## config.mk

```make
export PLATFORM = sky130hd
export DESIGN_NAME = cmp_seq_ctrl_flat
export DESIGN_NICKNAME = d
export VERILOG_FILES = /design/src/rtl/cmp_seq_if.sv /design/src/rtl/cmp_seq_ctrl.sv /design/src/flat_wrapper.sv
export SDC_FILE = /design/constraint.sdc
export NUM_CORES = 1
export LEC_CHECK = 0
export ABC_AREA = 1
export CELL_PAD_IN_SITES_DETAIL_PLACEMENT = 0
export CELL_PAD_IN_SITES_GLOBAL_PLACEMENT = 2
export CORE_MARGIN = 2
export CORE_UTILIZATION = 35
export CTS_CLUSTER_DIAMETER = 100
export DETAILED_ROUTE_END_ITERATION = 6
export DONT_BUFFER_PORTS = 1
export HOLD_SLACK_MARGIN = 0.12
export PLACE_DENSITY_LB_ADDON = 0.1
export SLEW_MARGIN = 20
export SYNTH_ARGS = -nofsm -noshare
export SYNTH_HDL_FRONTEND = slang
export SYNTH_SLANG_ARGS = --single-unit
```

## constraint.sdc

```tcl
create_clock -name clk -period 1.93 [get_ports clk]
set_input_delay 0.579 -clock clk [delete_from_list [all_inputs] [get_ports clk]]
set_output_delay 0.579 -clock clk [all_outputs]
set_load 0.05 [all_outputs]
```

## src/rtl/cmp_seq_if.sv

```systemverilog
// Handshake and operand/result bundle for the slice-serial comparator sequencer.
interface cmp_seq_if #(
    parameter int unsigned WIDTH = 8
);
    localparam int unsigned CW = (WIDTH > 2) ? $clog2(WIDTH / 2) : 1;

    logic             start;
    logic             abort;
    logic [WIDTH-1:0] a;
    logic [WIDTH-1:0] b;
    logic             e0;
    logic             g0;
    logic             busy;
    logic             done;
    logic             res_valid;
    logic             eq;
    logic             gt;
    logic             lt;
    logic [CW-1:0]    slice_idx;

    modport master (
        output start, abort, a, b, e0, g0,
        input  busy, done, res_valid, eq, gt, lt, slice_idx
    );

    modport slave (
        input  start, abort, a, b, e0, g0,
        output busy, done, res_valid, eq, gt, lt, slice_idx
    );
endinterface

```

## src/rtl/cmp_seq_ctrl.sv

```systemverilog
// Compares two WIDTH-bit unsigned operands with one 2-bit cascadable slice,
// walked LSB pair to MSB pair over WIDTH/2 cycles.
module cmp_seq_ctrl #(
    parameter int unsigned WIDTH = 8
) (
    input  logic       clk,
    input  logic       rst_n,
    cmp_seq_if.slave   bus
);
    localparam int unsigned CW  = (WIDTH > 2) ? $clog2(WIDTH / 2) : 1;
    localparam int unsigned NSL = WIDTH / 2;
    localparam logic [CW-1:0] LAST = CW'(NSL - 1);

    typedef enum logic [1:0] {IDLE, RUN, DONE} state_t;

    state_t           state_q, state_d;
    logic [WIDTH-1:0] a_sr_q, a_sr_d;
    logic [WIDTH-1:0] b_sr_q, b_sr_d;
    logic             acc_eq_q, acc_eq_d;
    logic             acc_gt_q, acc_gt_d;
    logic [CW-1:0]    idx_q, idx_d;
    logic             busy_q, busy_d;
    logic             done_q, done_d;
    logic             rv_q, rv_d;
    logic             eq_q, eq_d;
    logic             gt_q, gt_d;
    logic             lt_q, lt_d;

    logic [1:0]       pa, pb;
    logic             nx_eq, nx_gt;

    // State and datapath registers
    always_ff @(posedge clk or negedge rst_n) begin
        if (!rst_n) begin
            state_q  <= IDLE;
            a_sr_q   <= '0;
            b_sr_q   <= '0;
            acc_eq_q <= 1'b0;
            acc_gt_q <= 1'b0;
            idx_q    <= '0;
            busy_q   <= 1'b0;
            done_q   <= 1'b0;
            rv_q     <= 1'b0;
            eq_q     <= 1'b0;
            gt_q     <= 1'b0;
            lt_q     <= 1'b0;
        end else begin
            state_q  <= state_d;
            a_sr_q   <= a_sr_d;
            b_sr_q   <= b_sr_d;
            acc_eq_q <= acc_eq_d;
            acc_gt_q <= acc_gt_d;
            idx_q    <= idx_d;
            busy_q   <= busy_d;
            done_q   <= done_d;
            rv_q     <= rv_d;
            eq_q     <= eq_d;
            gt_q     <= gt_d;
            lt_q     <= lt_d;
        end
    end

    // Next-state, slice evaluation and commit
    always_comb begin
        state_d  = state_q;
        a_sr_d   = a_sr_q;
        b_sr_d   = b_sr_q;
        acc_eq_d = acc_eq_q;
        acc_gt_d = acc_gt_q;
        idx_d    = idx_q;
        done_d   = 1'b0;
        rv_d     = rv_q;
        eq_d     = eq_q;
        gt_d     = gt_q;
        lt_d     = lt_q;

        // A differing higher pair overrides whatever the lower pairs decided
        pa    = a_sr_q[1:0];
        pb    = b_sr_q[1:0];
        nx_eq = acc_eq_q;
        nx_gt = acc_gt_q;
        if (pa != pb) begin
            nx_eq = 1'b0;
            nx_gt = (pa > pb);
        end

        case (state_q)
            IDLE, DONE: begin
                if (bus.start) begin
                    state_d  = RUN;
                    a_sr_d   = bus.a;
                    b_sr_d   = bus.b;
                    acc_eq_d = bus.e0;
                    acc_gt_d = bus.g0;
                    idx_d    = '0;
                    rv_d     = 1'b0;
                end else begin
                    state_d  = IDLE;
                end
            end
            RUN: begin
                if (bus.abort) begin
                    state_d = IDLE;
                end else begin
                    acc_eq_d = nx_eq;
                    acc_gt_d = nx_gt;
                    a_sr_d   = a_sr_q >> 2;
                    b_sr_d   = b_sr_q >> 2;
                    if (idx_q == LAST) begin
                        eq_d    = nx_eq;
                        gt_d    = nx_gt;
                        lt_d    = ~nx_eq & ~nx_gt;
                        rv_d    = 1'b1;
                        done_d  = 1'b1;
                        state_d = DONE;
                    end else begin
                        idx_d = idx_q + CW'(1);
                    end
                end
            end
            default: state_d = IDLE;
        endcase

        busy_d = (state_d == RUN);
    end

    assign bus.busy      = busy_q;
    assign bus.done      = done_q;
    assign bus.res_valid = rv_q;
    assign bus.eq        = eq_q;
    assign bus.gt        = gt_q;
    assign bus.lt        = lt_q;
    assign bus.slice_idx = idx_q;
endmodule

```

## src/flat_wrapper.sv

```systemverilog
// flat-port wrapper written by rule: the top's interface ports become plain ports
module cmp_seq_ctrl_flat 
#(
    parameter int unsigned WIDTH = 8
)
  (clk, rst_n, bus_start, bus_abort, bus_a, bus_b, bus_e0, bus_g0, bus_busy, bus_done, bus_res_valid, bus_eq, bus_gt, bus_lt, bus_slice_idx);
  cmp_seq_if #(.WIDTH(WIDTH)) bus_i ();
  input  logic clk;
  input  logic rst_n;
  input wire logic [$bits(bus_i.start)-1:0] bus_start;
  input wire logic [$bits(bus_i.abort)-1:0] bus_abort;
  input wire logic [$bits(bus_i.a)-1:0] bus_a;
  input wire logic [$bits(bus_i.b)-1:0] bus_b;
  input wire logic [$bits(bus_i.e0)-1:0] bus_e0;
  input wire logic [$bits(bus_i.g0)-1:0] bus_g0;
  output wire logic [$bits(bus_i.busy)-1:0] bus_busy;
  output wire logic [$bits(bus_i.done)-1:0] bus_done;
  output wire logic [$bits(bus_i.res_valid)-1:0] bus_res_valid;
  output wire logic [$bits(bus_i.eq)-1:0] bus_eq;
  output wire logic [$bits(bus_i.gt)-1:0] bus_gt;
  output wire logic [$bits(bus_i.lt)-1:0] bus_lt;
  output wire logic [$bits(bus_i.slice_idx)-1:0] bus_slice_idx;
  assign bus_i.start = bus_start;
  assign bus_i.abort = bus_abort;
  assign bus_i.a = bus_a;
  assign bus_i.b = bus_b;
  assign bus_i.e0 = bus_e0;
  assign bus_i.g0 = bus_g0;
  assign bus_busy = bus_i.busy;
  assign bus_done = bus_i.done;
  assign bus_res_valid = bus_i.res_valid;
  assign bus_eq = bus_i.eq;
  assign bus_gt = bus_i.gt;
  assign bus_lt = bus_i.lt;
  assign bus_slice_idx = bus_i.slice_idx;
  cmp_seq_ctrl #(.WIDTH(WIDTH)) u_core (.clk(clk), .rst_n(rst_n), .bus(bus_i));
endmodule
```

==> run_results.csv, run 1 <==
group,metric,value,unit
yosys,syn_area_per_cell,8.10,sq um
flow_run,max-cap-violations,0,
clock_tree,root_buffer,"clkbuf_8",
pwr,p_total,2130,uW
yosys,synthAdderAreaFrac,0.0281,
pwr,cellPowerDensity,1460,nW/um^2
detailed_routing,via_per_inst,4.42,
clock_tree,clock-sinks,28,
clock_tree,cts_tree,"built",
die,die_h,65.8,um
layout,num_antenna_cells,0,
outcome,status,"finished, final reports clean",
min_path,hold_class,"input port to register",
sta,setup_slack,0.408,ns
layout,fin_cells,216,
clock_tree,clkSlewWorstSetupHoldPaths,0.09,ns
clock_tree,clock_latency,0.28,ns
sta,post-route-period-util,0.789,
yosys,synthMuxAreaShare,0,
clock_tree,postCtsSetupRepairBufs,0,
sta,final_max_slew_viol_count,0,
yosys,synth_compound_area_frac,0.111,
detailed_routing,vias,955,
yosys,yosys.cell_types.count,15,
layout,nNetsFinal,194,
sta,min_period,1.52,ns
critical_path,crit_type,"register to register",
sta,max_freq,657,MHz
grt,grtUsageTotal,0.138,
detailed_routing,first_pass_iters,4,
die,placementRows,22,
sta,fin_tns_setup,0,ns
layout,finalCoreUtilization,0.398,
grt,grt_pass1_vias,943,
detailed_routing,drt_wl_total,2.55,mm
yosys,synth_area,1340,sq um
placed_design,gp_congestion,0.695,
critical_path,worstPathRequired,2.10,ns
placed_design,place_inst,210,
detailed_routing,wire_per_inst,11.8,um
placed_design,hpwl,1.77,mm
die,pin_count,30,
sta,rsz0062_at_grt,"false",
yosys,synth-xor-area-share,0,
clock_tree,clk_path_buf_depth,2,
grt,grt_max_degree,31,
critical_path,cp-start-kind,"register",
yosys,synth_top_family_by_area,"simple AND/OR/NAND/NOR gates",
sta,skew,0.00321,ns
die,start_util,0.365,
yosys,synthCells,165,
yosys,ys.warnings.count,0,
grt,grt_pass1_wl,4.49,mm
critical_path,path_max_fanout,29,
grt,overflow,0,
detailed_routing,drt-initial-drc-count,33,
yosys,synth_nets,190,
sta,worstMarginPinSlew,0.655,ns
layout,area_growth,8.99,%
critical_path,critical_path_arrival,1.70,ns
placed_design,place_ws,0.0167,ns
sta,slew_headroom,0.561,
placed_design,port_buffers,0,
sta,hold_viol,0,
clock_tree,cts_made_buffers,3,
die,design.die.area,4330,sq um
detailed_routing,remaining_drc_errors,0,
yosys,synthSimpleGateAreaFrac,0.222,
yosys,ys_seq_area_frac,0.524,
critical_path,endpoint_kind,"register",
layout,drive_above_1_share,0.0714,
die,core,3660,sq um
sta,setup_viol,0,
clock_tree,htreeDepth,1,
grt,antenna_found_initial,0,
pwr,ir_worst_vdd,0.497,mV
yosys,ys_ff_latch,28,
layout,nFillCells,390,
die,fp.dieW,65.8,um
pwr,p_leak,0.000751,uW
detailed_routing,ant_nets,0,
-- worst max-delay path, cell delays in order (launching register included) --
cell,delay (ns)
dfrtp_1,0.37
inv_1,0.08
nand2_2,0.08
o21ai_4,0.53
nand2_1,0.21
nand2_1,0.11
nand2_1,0.05
-- Yosys cell counts, drive strengths merged --
cell | count | area, sq um
nor3 | 1 | 10.0
nand3b | 1 | 7.51
inv | 26 | 97.6
nand3 | 2 | 10.0
nand2 | 59 | 224
o21ai | 29 | 149
buf | 6 | 55.1
dfrtp | 28 | 701
ha | 3 | 37.5
nor2 | 10 | 45.0
-- kinds of logic after synthesis --
logic type,Yosys count
and+or+nand+nor,73
DFF,28
AOI/OAI and AO/OA,29
adders and majority gates,3
buffers and inverters,32
-- cell usage in the layout, fill, tap and decap left out --
master,count
ha_1,3
nand3b_1,1
clkbuf_8,4
o21ai_1,4
dlygate4sd3_1,1
dfrtp_1,28
o21ai_0,24
nand2_1,58
nor3_2,1
o21ai_4,1
buf_4,3
nor2_4,1
inv_1,26
nand3_1,2
buf_12,1
nor2_1,9
nand2_2,1
-- per-layer routing --
layer  vias to the layer above  GRT usage  routed length, um
met1                       421      0.194               1280
met4                         0     0.0625                 44
met3                         4     0.0307                114
met2                        21      0.203               1120
met5                         -          0                  0
li1                        509          -                  -
-- sequential cells by signal (all words and copies together), names as in the netlist --
name                  cells
u_core.state_q            2
u_core.bus.busy           1
u_core.bus.slice_idx      2
u_core.bus.res_valid      1
u_core.b_sr_q             8
u_core.bus.eq             1
u_core.bus.lt             1
u_core.acc_eq_q           1
u_core.bus.done           1
u_core.bus.gt             1
u_core.acc_gt_q           1
u_core.a_sr_q             8
-- what timing repair did --
item	4_1_cts	5_1_grt
endpoints found under the hold margin	28	0
endpoints found under the setup margin	0	2
hold buffers	2	0
gates resized for setup	0	1
-- power by group --
part / internal, uW / switching (uW)
Clock: 183 / 181
Sequential: 798 / 216
Combinational: 250 / 500
Total: 1230 / 896
-- final timing paths --
check / depth (start not counted) / slack [ns] / endpoint / from
min in group asynchronous: 2 / 0.73 / u_core.a_sr_q[3]$_DFFE_PN0P_ / rst_n
min: 2 / 0.42 / u_core.b_sr_q[6]$_DFFE_PN0P_ / bus_b[6]
max in group asynchronous: 2 / 1.04 / u_core.bus.done$_DFF_PN0_ / rst_n
min reg2reg: 2 / 0.48 / u_core.acc_gt_q$_DFFE_PN0P_ / u_core.acc_gt_q$_DFFE_PN0P_
max: 6 / 0.41 / u_core.bus.slice_idx[1]$_DFFE_PN0P_ / u_core.state_q[1]$_DFF_PN0_
max reg2reg: 6 / 0.41 / u_core.bus.slice_idx[1]$_DFFE_PN0P_ / u_core.state_q[1]$_DFF_PN0_
-- metrics by stage --
stage	hold slack (ns)	cell area, sq um
floorplan	0.283	1340
global placement	0.284	1360
detailed placement	0.285	1360
CTS	0.418	1450
global route	0.417	1460
finish	0.423	1460
-- final cells by class --
type,instances,area [sq um],area share
timing repair buffer,5,52.6,0.0361
sequential,28,701,0.481
clock buffer,4,55.1,0.0378
inverter,26,97.6,0.0670
tap,48,60.1,0.0412
multi-input combinational,105,490,0.337
No activity file was read; power rests on OpenSTA's default activity.
==> inputs of run 2 (changes only) <==
==> constraint.sdc (replaced) <==
create_clock -name clk -period 1.55 [get_ports clk]
set_input_delay 0.465 -clock clk [delete_from_list [all_inputs] [get_ports clk]]
set_output_delay 0.465 -clock clk [all_outputs]
set_load 0.05 [all_outputs]
==> run 2 against run 1 <==
Net effect: die area unchanged; via count decreased by 0.63%; combinational power increased by 26%; utilization increased by 0.34 points; worst hold slack got worse by 0.11 ns; worst setup slack got worse by 0.25 ns; critical endpoint is now bus_res_valid; largest cell class unchanged.
==> run_results.csv, run 2 (same netlist as run 1, synthesis figures left out) <==
group,metric,value,unit
outcome,status,"finished, final reports clean",
sta,rsz0062_at_grt,"false",
sta,post-route-period-util,0.897,
detailed_routing,remaining_drc_errors,0,
die,die_h,65.8,um
detailed_routing,vias,949,
detailed_routing,ant_nets,0,
detailed_routing,via_per_inst,4.37,
sta,hold_viol,0,
die,pin_count,30,
clock_tree,cts_made_buffers,3,
pwr,pwr-share-comb,0.355,
detailed_routing,wire_per_inst,11.3,um
critical_path,r2r_start,"u_core.bus.slice_idx[0]$_DFFE_PN0P_",
clock_tree,clock-sinks,28,
sta,skew,0.00191,ns
sta,max_freq,719,MHz
critical_path,endpoint_kind,"primary output",
critical_path,cp-start-kind,"register",
placed_design,placed_cell_area,1380,sq um
layout,nFillCells,376,
critical_path,worstReg2RegEnd,"u_core.bus.slice_idx[0]$_DFFE_PN0P_",
critical_path,critical_path_arrival,0.92,ns
grt,grt_max_degree,29,
clock_tree,htreeDepth,1,
min_path,min_to,"u_core.a_sr_q[6]$_DFFE_PN0P_",
pwr,p_leak,0.000759,uW
min_path,hold_class,"input port to register",
critical_path,r2r_cells,7,
pwr,p_switching,1110,uW
critical_path,worstPathRequired,1.08,ns
clock_tree,clk_path_buf_depth,2,
sta,setup_viol,0,
layout,stdcell_area,1470,sq um
layout,final_common_cell,"nand2_1",
pwr,ir_worst_vdd,0.666,mV
sta,final_max_slew_viol_count,0,
layout,fin_cells,217,
layout,nNetsFinal,195,
grt,overflow,0,
grt,grtUsageTotal,0.131,
placed_design,hpwl,1.78,mm
detailed_routing,first_pass_iters,4,
critical_path,reg2reg_slack,0.25,ns
sta,min_period,1.39,ns
layout,drive_above_1_share,0.0769,
grt,antenna_found_initial,0,
die,design.die.area,4330,sq um
pwr,pwr-share-seq,0.478,
flow_run,max-cap-violations,0,
pwr,cellPowerDensity,1810,nW/um^2
pwr,switching_share,0.417,
clock_tree,clock_latency,0.27,ns
clock_tree,root_buffer,"clkbuf_8",
min_path,hp-start,"bus_a[6]",
pwr,pwr-share-clk,0.168,
clock_tree,cts_resized,0,
pwr,intPower,1550,uW
sta,worst_hold_slack,0.314,ns
sta,worstMarginPinSlew,0.488,ns
critical_path,path_max_fanout,2,
placed_design,place_inst,211,
critical_path,crit_type,"register to primary output",
die,core,3660,sq um
layout,area_growth,9.93,%
clock_tree,ctsHoldBuffers,2,
layout,reg_top3,"u_core.a_sr_q: 8 flops, u_core.b_sr_q: 8 flops",
clock_tree,clkSlewWorstSetupHoldPaths,0.09,ns
grt,grt_pass1_vias,935,
layout,num_antenna_cells,0,
min_path,hold_depth,2,
sta,fin_tns_setup,0,ns
clock_tree,cts_tree,"built",
placed_design,port_buffers,0,
placed_design,gp_congestion,0.769,
die,start_util,0.365,
detailed_routing,drt_wl_total,2.45,mm
detailed_routing,drt-initial-drc-count,44,
die,fp.dieW,65.8,um
grt,grt_pass1_wl,4.30,mm
die,placementRows,22,
layout,final_cell_mix,"58 x nand2_1, 28 x dfrtp_1, 26 x inv_1",
sta,slew_headroom,0.675,
clock_tree,postCtsSetupRepairBufs,0,
run 2: worst max path at each step:
| stage | start | end | slack (ns) | cells past startpoint |
|---|---|---|---|---|
| floorplan | u_core.bus.slice_idx[0]$_DFFE_PN0P_ | u_core.bus.slice_idx[0]$_DFFE_PN0P_ | 0.07 | 7 |
| global placement | u_core.b_sr_q[1]$_DFFE_PN0P_ | u_core.acc_gt_q$_DFFE_PN0P_ | 0.31 | 8 |
| detailed placement | u_core.bus.slice_idx[0]$_DFFE_PN0P_ | u_core.bus.slice_idx[0]$_DFFE_PN0P_ | 0.26 | 7 |
| CTS | u_core.bus.res_valid$_DFFE_PN0P_ | bus_res_valid | 0.15 | 0 |
| global route | u_core.bus.gt$_DFFE_PN0P_ | bus_gt | 0.12 | 0 |
| finish | u_core.bus.res_valid$_DFFE_PN0P_ | bus_res_valid | 0.16 | 0 |
run 2: metrics by stage:
stage / worst slack (ns) / util / power (uW)
final: 0.160 / 0.401 / 2660
after global placement: 0.314 / 0.378 / 2200
after floorplan: 0.0741 / - / 2030
after global routing: 0.120 / 0.401 / 2900
after detailed placement: 0.258 / 0.378 / 2230
after CTS: 0.149 / 0.401 / 2710
run 2: power groups by stage:
stage          clock network [uW]  logic [uW]  registers, uW
2_1_floorplan                   0         679           1350
3_3_place_gp                    0         924           1280
3_5_place_dp                    0         937           1290
4_1_cts                       470         967           1270
5_1_grt                       498        1110           1300
6_report                      445         942           1270
run 2: cell type report:
class | count | area, sq um | share of cell area
timing repair buffer | 6 | 72.6 | 0.0494
tap | 48 | 60.1 | 0.0409
multi-input combinational | 105 | 483 | 0.329
sequential | 28 | 701 | 0.477
inverter | 26 | 97.6 | 0.0664
clock buffer | 4 | 55.1 | 0.0375
run 2: metal layers:
layer  routed length (um)  track usage  vias up
li1                     -            -      512
met5                    0            0        -
met4                   23       0.0469        0
met2                 1090        0.199       17
met3                  102       0.0324        2
met1                 1240        0.180      418
